==> src/rtl/sysmem_frame_loader.sv <==
`timescale 1ns/1ps
`default_nettype none
// ============================================================================
// Module   : sysmem_frame_loader
// Purpose  : Loads one image into system memory, then copies it word by word
//            into a double-banked frame buffer.
// Revision : 1.0 - initial release
// ============================================================================
module sysmem_frame_loader #(
    parameter int DEPTH     = 100,
    parameter int AW        = 7,
    parameter int DW        = 24,
    parameter int LOAD_WAIT = 2
) (
    input  logic          Clock,
    input  logic          Reset,
    input  logic          Start,
    input  logic          Abort,
    output logic          WESM,
    output logic          RESM,
    output logic [AW-1:0] AddrSM,
    input  logic [DW-1:0] WData,
    input  logic          FbReady,
    output logic          FbWe,
    output logic [AW-1:0] FbAddr,
    output logic [DW-1:0] FbData,
    output logic          FbBank,
    output logic          Busy,
    output logic          Done,
    output logic [1:0]    FrameCnt
);

    localparam logic [2:0] IDLE  = 3'd0;
    localparam logic [2:0] LOAD  = 3'd1;
    localparam logic [2:0] WAIT  = 3'd2;
    localparam logic [2:0] READ  = 3'd3;
    localparam logic [2:0] CAPT  = 3'd4;
    localparam logic [2:0] WRITE = 3'd5;
    localparam logic [2:0] DONE  = 3'd6;

    localparam int            WCW       = (LOAD_WAIT > 1) ? $clog2(LOAD_WAIT) : 1;
    localparam logic [WCW-1:0] WAIT_LAST = WCW'(LOAD_WAIT - 1);
    localparam logic [AW-1:0]  IDX_LAST  = AW'(DEPTH - 1);

    logic [2:0]     state;
    logic [2:0]     state_next;
    logic [AW-1:0]  idx;
    logic [AW-1:0]  idx_next;
    logic [WCW-1:0] wait_cnt;
    logic [WCW-1:0] wait_next;
    logic           write_phase;

    always_comb begin
        state_next = state;
        idx_next   = idx;
        wait_next  = wait_cnt;
        case (state)
            IDLE: if (Start) state_next = LOAD;
            LOAD: begin
                state_next = WAIT;
                wait_next  = '0;
            end
            WAIT: begin
                if (wait_cnt == WAIT_LAST) begin
                    state_next = READ;
                    idx_next   = '0;
                    wait_next  = '0;
                end else begin
                    wait_next = wait_cnt + 1'b1;
                end
            end
            READ:  state_next = CAPT;
            CAPT:  state_next = WRITE;
            WRITE: begin
                if (FbReady) begin
                    if (idx == IDX_LAST) begin
                        state_next = DONE;
                    end else begin
                        idx_next   = idx + 1'b1;
                        state_next = READ;
                    end
                end
            end
            DONE:    state_next = IDLE;
            default: state_next = IDLE;
        endcase
        // Abort in IDLE is a no-op so a simultaneous Start still launches a frame.
        if (Abort && (state != IDLE)) begin
            state_next = IDLE;
            idx_next   = '0;
            wait_next  = '0;
        end
    end

    // Outputs are decoded from the next state so they line up with the state they describe.
    always_ff @(posedge Clock) begin
        if (Reset) begin
            state       <= IDLE;
            idx         <= '0;
            wait_cnt    <= '0;
            WESM        <= 1'b0;
            RESM        <= 1'b0;
            AddrSM      <= '0;
            FbAddr      <= '0;
            FbData      <= '0;
            FbBank      <= 1'b0;
            Busy        <= 1'b0;
            Done        <= 1'b0;
            FrameCnt    <= 2'd0;
            write_phase <= 1'b0;
        end else begin
            state       <= state_next;
            idx         <= idx_next;
            wait_cnt    <= wait_next;
            WESM        <= (state_next == LOAD);
            RESM        <= (state_next == READ) || (state_next == CAPT);
            Busy        <= (state_next != IDLE);
            Done        <= (state_next == DONE);
            write_phase <= (state_next == WRITE);
            if (state_next == READ) begin
                AddrSM <= idx_next;
            end
            if ((state == CAPT) && (state_next == WRITE)) begin
                FbData <= WData;
                FbAddr <= idx;
            end
            if ((state_next == DONE) && (state != DONE)) begin
                FbBank   <= ~FbBank;
                FrameCnt <= FrameCnt + 2'd1;
            end
        end
    end

    // The write strobe follows FbReady in the same cycle so a stall never drops a word.
    assign FbWe = write_phase & FbReady;

endmodule
`default_nettype wire

==> config.mk <==
export PLATFORM = sky130hd
export DESIGN_NAME = sysmem_frame_loader
export DESIGN_NICKNAME = d
export VERILOG_FILES = /design/src/rtl/sysmem_frame_loader.sv
export SDC_FILE = /design/constraint.sdc
export NUM_CORES = 1
export LEC_CHECK = 0
export ABC_CLOCK_PERIOD_IN_PS = 2300
export CAP_MARGIN = 15
export CORE_MARGIN = 2
export CORE_UTILIZATION = 46
export CTS_BUF_LIST = sky130_fd_sc_hd__clkbuf_16
export DETAILED_ROUTE_END_ITERATION = 7
export GPL_TIMING_DRIVEN = 1
export PLACE_DENSITY_LB_ADDON = 0.12
export SLEW_MARGIN = 20
export SYNTH_ARGS = -nofsm -noshare
export SYNTH_HDL_FRONTEND = slang
export SYNTH_SLANG_ARGS = --single-unit
==> constraint.sdc <==
create_clock -name Clock -period 2.3 [get_ports Clock]
set_clock_uncertainty 0.1 [all_clocks]
set_input_delay 0.345 -clock Clock [delete_from_list [all_inputs] [get_ports Clock]]
set_output_delay 0.345 -clock Clock [all_outputs]
set_load 0.02 [all_outputs]
# Yosys cells after proc, flatten, opt, wreduce, memory -nomap -nowiden
# Cells that the tools add are included.
totals:
  latch_bits: 0
  mem_bits_rw: 0
  ff_bits: 57
  romBits: 0
  memories: 0
  elab_cells: 52
  output_inout_bits: 46
  in_bits: 29
classes:
  bitwise_logic: 2
  order_cmp: 0
  addsub: 3
  mul: 0
  reduce_logical: 9
  n_div: 0
  mux: 13
  eq_ne: 12
  shift: 0
op_table:
  columns: ["op", "count"]
  rows:
  - ["two-way mux 7 bit", 4]
  - ["case mux 3 bit (6 select lines)", 1]
  - ["equality test 3 bit, second input constant", 5]
  - ["two-way mux 3 bit", 5]
  - ["case mux 7 bit (2 select lines)", 1]
  - ["equality test 3 x 2 -> 1 bit, second input constant", 3]
  - ["adder 7 x 1 -> 7 bit, second input constant", 1]
  - ["equality test 7 bit, second input constant", 1]
  - ["equality test 3 x 1 -> 1 bit, second input constant", 2]
  - ["nonzero test 3 bit", 2]
  - ["logical AND 1 bit", 3]
  - ["zero test 3 bit", 1]
  - ["!= test 3 bit, second input constant", 1]
  - ["adder 2 x 1 -> 2 bit, second input constant", 1]
  - ["case mux 1 bit (2 select lines)", 1]
  - ["nonzero test 2 bit", 1]
  - ["OR reduction 2 bit", 1]
  - ["adder 1 bit, second input constant", 1]
  - ["AND 1 bit", 1]
  - ["logical OR 1 bit", 1]
  - ["two-way mux 1 bit", 1]
  - ["inverter 1 bit", 1]

# Longest topological paths before layout
# Gate-level depths: netlist of the first run.
depth:
  word_depth: 7
  depth_mapped: 7
  depth_no_buf: 5

# Worst setup path before layout of the first run
# No wires, ideal clock.
synth_timing:
  path_kind: "register -> register"
  start: "reg idx[0]"
  end: "reg AddrSM[2]"
  slack_ns: 0.412
  path_buffers: 0
  synth_period_minus_slack_ns: 1.888
  stages_incl_launch_ff: 6
  arrival_time_ns: 1.667
  cell_sequence: "dfxtp_1 ha_1 and2_1 a31o_2 a211o_2 mux2_2"
synth_via:
  elab_chain_cells: 6
  elab_cells_between_ends: 11
  cone_classes: "1 x add/sub; 2 x eq/ne; 8 x mux"
synth_lines:
  columns: ["item", "line", "text"]
  rows:
  - ["from (decl)", "47", "logic [AW-1:0] idx;"]
  - ["from (signal assigned)", "113", "idx <= idx_next;"]
  - ["parallel branches: the longest is 6 deep, another holds adder 7 x 1 -> 7 bit", null, null]
  - ["to (signal assigned)", "121", "AddrSM <= idx_next;"]
  - ["to (decl)", "21", "output logic [AW-1:0] AddrSM,"]
# Parallel ways; which one is timed is not known.
# A chain may end at the register's enable or synchronous reset.

# Final worst setup path of the first run
layout_timing:
  start: "in FbReady"
  end: "out FbWe"
layout_via:
  elab_chain_cells: 1
layout_lines:
  columns: ["item", "line", "text"]
  rows:
  - ["from (decl)", "23", "input logic FbReady,"]
  - ["AND 1 bit", "135", "assign FbWe = write_phase & FbReady;"]
  - ["to (decl)", "24", "output logic FbWe,"]
# Every way passes these cells.

==> reports/qor.yml, run 1 <==
dpl-instance-area_um2: 3290
final.fill_count: 432
drv_slew: 0
ff2ff_setup_slack_ps: 280
synth_cell_types: 53
via_count: 2306
cts_root_buffer: "clkbuf_16"
p_comb_share_pct: 5.6
arrival_ps: 1600
period_share_pct: 88.8
ys_seq_area_share_pct: 46.4
clk_path_buf_depth: 2
drt_iter0_drc: 135
initial_utilization_pct: 47.9
switchingPower_uw: 506
firstDrtPassIters: 4
grt_max_degree: 38
p_leak_uw: 0.00129
start_kind: "primary input"
cts_tree: "done"
avgSynthCellArea_um2: 8.45
ant_nets: 0
ctsHtreeMaxLevel: 3
overflow: 0
hp-class: "primary input to register"
rows: 26
power_frac_seq_pct: 41.8
dp_hpwl_um: 4240
async_flop_share_pct: 0
path_max_fanout: 4
path_class: "primary input to output pin"
netSwitchingFraction_pct: 21.1
rsz0062_at_grt: "false"
setup_violations: 0
numCtsBuffers: 9
power.internal_uw: 1890
power.density_nw_per_um2: 670
pin_count: 75
end_kind: "output pin"
track_usage_pct: 21.4
wl_per_cell_um: 13.9
hold_buffers: 0
period_needed_ps: 2040
fmax_ghz: 0.490
die_y_um: 77.1
syn2layout_area_growth_pct: 45.5
synth_area_um2: 2460
core_area_um2: 5140
dpl.cell_count: 426
pre_cts_ws_ps: 179
cts_sinks: 57
status: "finished, final reports clean"
dieArea_um2: 5950
maxCapViolations: 0
fin_area_um2: 3580
clk_pin_slew_ps: 50
pwr-share-clk_pct: 52.5
wl_um: 6140
first_global_vias: 2187
cts_resized: 0
synthesis.nets: 321
synth_flop_cell: "dfxtp_1"
fin_ws_ps: 258
layout.nets: 397
critPathRequiredTime_ps: 1860
drcViolationCount: 0
antenna_found_initial: 0
vdd_drop_max_uv: 354
whs_ps: 279
grt_pass1_wl_um: 10200
final.setup.tns_ps: 0
hold_viol_final: 0
fin_cells: 442
postCtsSetupRepairBufs: 0
diodes: 0
dieWidth_um: 77.1
ys_seq_elements: 57
vias_per_cell: 5.22
port_buffers: 74
worstMarginPinSlew_ps: 596
drive_above_1_share_pct: 10.8
synth-edff-count: 0
clk_latency_ps: 320
synthCells: 291
synth_warnings: 0
relSlewSlack_pct: 60.2
gp_congestion: 0.869
-- final cells by class --
| cell class | count | area [µm²] | share of cell area [%] |
|---|---|---|---|
| Clock buffer | 9 | 225 | 6.29 |
| Clock inverter | 7 | 62.6 | 1.75 |
| Inverter | 5 | 18.8 | 0.524 |
| Multi-Input combinational cell | 208 | 1220 | 34.0 |
| Sequential cell | 57 | 1140 | 31.9 |
| Tap cell | 70 | 87.6 | 2.45 |
| Timing Repair Buffer | 86 | 826 | 23.1 |
-- routing by layer --
| layer | global-route usage (%) | up-vias | wire [µm] |
|---|---|---|---|
| li1 | - | 1169 | - |
| met1 | 25.9 | 1056 | 2730 |
| met5 | 0 | - | 0 |
| met2 | 36.1 | 77 | 2970 |
| met3 | 5.18 | 4 | 407 |
| met4 | 8.93 | 0 | 27 |
-- path summary, 6_finish.rpt --
kind                                 from                       to  cells past startpoint
setup / recovery                  FbReady                     FbWe                      3
setup reg to reg      state[2]$_SDFF_PP0_   AddrSM[2]$_SDFFE_PP0N_                      4
hold / removal                      Reset          Busy$_SDFF_PP0_                      2
hold reg to reg   FbData[17]$_SDFFE_PP0P_  FbData[17]$_SDFFE_PP0P_                      2
-- per-stage QoR --
| step | util [%] | power (µW) |
|---|---|---|
| global placement | 64.0 | 1160 |
| floorplan | - | 1080 |
| global route | 69.6 | 2470 |
| finish | 69.6 | 2400 |
| detailed placement | 64.0 | 1160 |
| CTS | 69.6 | 2420 |
-- Yosys cell counts, types with 2 or more instances --
cell type  count  share of area [%]
nand3b_1       2               0.61
nand4_1        2               0.51
nand3_1        5                1.0
mux2_2         2               0.92
nand2_1       66                 10
o2bb2ai_1      2               0.71
clkbuf_1      11                1.7
nand4b_1       2               0.71
nor2_1        13                2.0
inv_1          5               0.76
o21ai_0       10                2.0
or3_1          2               0.51
o211ai_1       3               0.92
a31o_2         2               0.71
mux2i_1        5                2.0
and2_1         4                1.0
o21a_1         2               0.61
buf_2          9                1.8
a21oi_1       37                7.5
a31oi_1        3               0.76
dfxtp_1       57                 46
nor3_1         6                1.2
nor3b_1        3               0.92
nor2b_1        9                2.3
-- flip-flops by register name, summed over array words and instances (netlist names), 2 cells and up --
| name | flops |
|---|---|
| AddrSM | 7 |
| FbAddr | 7 |
| FbData | 24 |
| FrameCnt | 2 |
| idx | 7 |
| state | 3 |
-- cell families after synthesis --
group	count (synthesis)	synth area share, %
simple gates	125	26.6
fa+ha+maj	1	0.509
buf+inv	26	4.48
flops	57	46.4
compound gates	75	19.1
mux	7	2.95
-- critical path, cell delays in order --
cell and delay, ps:
clkdlybuf4s50_1 520, and2_1 140, clkdlybuf4s50_1 600
-- power groups by stage --
| stage | logic (µW) | clock network [µW] | registers (µW) |
|---|---|---|---|
| 2_1_floorplan | 56.4 | 0 | 1020 |
| 3_3_place_gp | 133 | 0 | 1020 |
| 3_5_place_dp | 134 | 0 | 1020 |
| 4_1_cts | 135 | 1280 | 1000 |
| 5_1_grt | 145 | 1330 | 1000 |
| 6_report | 135 | 1260 | 1000 |
-- cells in the final DEF, fill, tap and decap left out, types with 9 or more instances in the layout --
master and count:
nor2b_1 9, clkbuf_16 9, buf_4 12, o21ai_0 10, dfxtp_1 57, clkdlybuf4s50_1 73, nor2_1 13, nand2_1 66
a21oi_1 37
No activity file was read; power rests on OpenSTA's default activity.
==> inputs of run 2 (changes only) <==
--- a/config.mk
+++ b/config.mk
@@ -13,7 +13,6 @@
 export DETAILED_ROUTE_END_ITERATION = 7
 export GPL_TIMING_DRIVEN = 1
 export PLACE_DENSITY_LB_ADDON = 0.12
-export SLEW_MARGIN = 20
 export SYNTH_ARGS = -nofsm -noshare
 export SYNTH_HDL_FRONTEND = slang
 export SYNTH_SLANG_ARGS = --single-unit
==> results of run 2 <==
Final layout, timing and power as in run 1 (identical DEF).
==> RTL change (config.mk and constraints of run 2) <==
The parameter `LOAD_WAIT` goes from 2 to 1.
--- a/src/rtl/sysmem_frame_loader.sv
+++ b/src/rtl/sysmem_frame_loader.sv
@@ -12,3 +12,3 @@
     parameter int DW        = 24,
-    parameter int LOAD_WAIT = 2
+    parameter int LOAD_WAIT = 1
 ) (
Check against the original RTL: not equivalent (Yosys sat finds a counterexample within 4 cycles, from zero or initial values and one cycle with Reset high).
==> RTL change against run 2 <==
  * Setup slack got worse by 0.23 ns
  * Synthesized area fell by 7.2%
  * Register-to-register slack worse by 0.25 ns
  * Routed wire length fell by 5.2%
  * Clock power is 33% lower
  * Final area is 4.5% lower
  * Sequential cell count is 1 lower
  * Core utilization is 2.2 points higher
  * Power shrank 17%
  * Sequential share of layout area rose by 1.0 points
  * Fmax is 10% lower
  * Die area down 6.8%
  * Critical endpoint is now AddrSM[2]$_SDFFE_PP0N_
  * Largest cell class is now sequential cells
  * Highest routed layer unchanged
==> RTL change: results (changes against run 2) <==
status: "completed"
met3_usage_pct: 5.285  # +0.11 points
fillCellCount: 390  # -9.7%
h-tree-depth: 2  # -1
dr.pass1.iters: 6  # +2
synth_compound_area_share_pct: 14.08  # -5.0 points
syn_nets: 303  # -5.6%
drt_iter0_markers: 98  # -27%
grtUsageMet2_pct: 35.89  # -0.20 points
cp.arrival_ns: 2.35  # +0.75 ns
wl_um: 5818  # -5.2%
grt_max_degree: 32  # -16%
grt_pass1_vias: 2035  # -7.0%
r2r_slack_ns: 0.03  # -0.25 ns
wl_met3_um: 290  # -29%
synth-adder-area-share_pct: 0.5479  # +0.039 points
worstPathMaxFanout: 8  # +4
seq_area_frac_synth_pct: 49.10  # +2.7 points
relSlewSlack_pct: 75.52  # +15 points
r2r_start: "idx[3]$_SDFF_PP0_"
routedLengthMet1_um: 2630  # -3.8%
hp-start: "Reset"
pg_seq_w: 0.000986
clk_latency_ns: 0.29  # -0.03 ns
synth_cell_types: 35  # -34%
drive_gt1_share_pct: 14.33  # +3.6 points
cts_buffers: 5  # -4
grt.total_usage_pct: 21.52  # +0.16 points
via_per_inst: 5.012  # -3.9%
hold_slack_ns: 0.3037  # +0.02466 ns
vdd_drop_max_v: 0.0003549  # +0.27%
nNetsFinal: 392  # -1.3%
root_buffer: "clkbuf_16"
synth_commonest_cells: "72 x nand2_1, 56 x dfxtp_1, 39 x a21oi_1, 18 x nor2_1, 16 x clkbuf_1"
hpwl_um: 4128  # -2.7%
place_inst: 422  # -0.94%
min_period_over_period_pct: 98.85  # +10 points
async_reset_ff_share_pct: 0  # unchanged
leakagePower_nw: 1.249  # -3.3%
p_int_w: 0.001567  # -17%
path_clk_slew_ns: 0.07  # +0.02 ns
met2_length_um: 2836  # -4.4%
r2r_cells: 6  # +2
cts_setup_buffers: 0  # unchanged
p_comb_share_pct: 7.6  # +2.0 points
drv_slew: 0  # unchanged
grt_pass1_wl_um: 9280  # -9.2%
num_vias: 2155  # -6.5%
syn_avg_cell_area_um2: 8.364  # -1.1%
synthMuxAreaShare_pct: 4.822  # +1.9 points
place.gp.congestion: 0.8717  # +0.36%
synth-xor-area-share_pct: 2.685  # +2.7 points
use_met1_pct: 27.83  # +1.9 points
p_per_area_nw_per_um2: 580.0  # -13%
synthTopCellsByArea: "dfxtp_1 49%, nand2_1 12%, a21oi_1 8.5%"
min_delay_path_depth: 2  # unchanged
==> RTL change: per-stage QoR <==
step           instance area (um2)  utilization, %  setup WS (ns)
5_1_grt                       3416           71.84       -0.02126
3_5_place_dp                  3227           67.87       -0.02359
2_1_floorplan                 2286               -       -0.01747
4_1_cts                       3391           71.32      0.0004343
3_3_place_gp                  3227           67.87       -0.01399
6_report                      3416           71.84        0.02637
==> RTL change: how the worst max path moves through the flow <==
stage	startpoint	to	slack (ns)	cells past startpoint
final	idx[3]$_SDFF_PP0_	AddrSM[2]$_SDFFE_PP0N_	0.03	6
after global routing	idx[3]$_SDFF_PP0_	AddrSM[6]$_SDFFE_PP0N_	-0.02	6
after CTS	idx[4]$_SDFF_PP0_	AddrSM[2]$_SDFFE_PP0N_	0.0004	6
after detailed placement	Abort	AddrSM[1]$_SDFFE_PP0N_	-0.02	6
after global placement	Abort	AddrSM[1]$_SDFFE_PP0N_	-0.01	6
after floorplan	idx[4]$_SDFF_PP0_	AddrSM[0]$_SDFFE_PP0N_	-0.02	6
==> RTL change: worst max-delay path: stages, from the launching register on <==
cell and delay [ns]:
dfxtp_2 0.32, or4b_4 0.56, or3_4 0.34, a211oi_2 0.24
or3_1 0.14, buf_6 0.15, mux2_4 0.31
==> RTL change: final cells by class <==
| type | instances | area [um2] | area share (%) |
|---|---|---|---|
| inverters | 4 | 15.01 | 0.4396 |
| clock inverters | 3 | 38.79 | 1.136 |
| clock buffers | 5 | 125.1 | 3.663 |
| well taps | 67 | 83.83 | 2.454 |
| multi-input cells | 196 | 1097 | 32.12 |
| repair buffers | 99 | 930.9 | 27.25 |
| flip-flops and latches | 56 | 1125 | 32.93 |
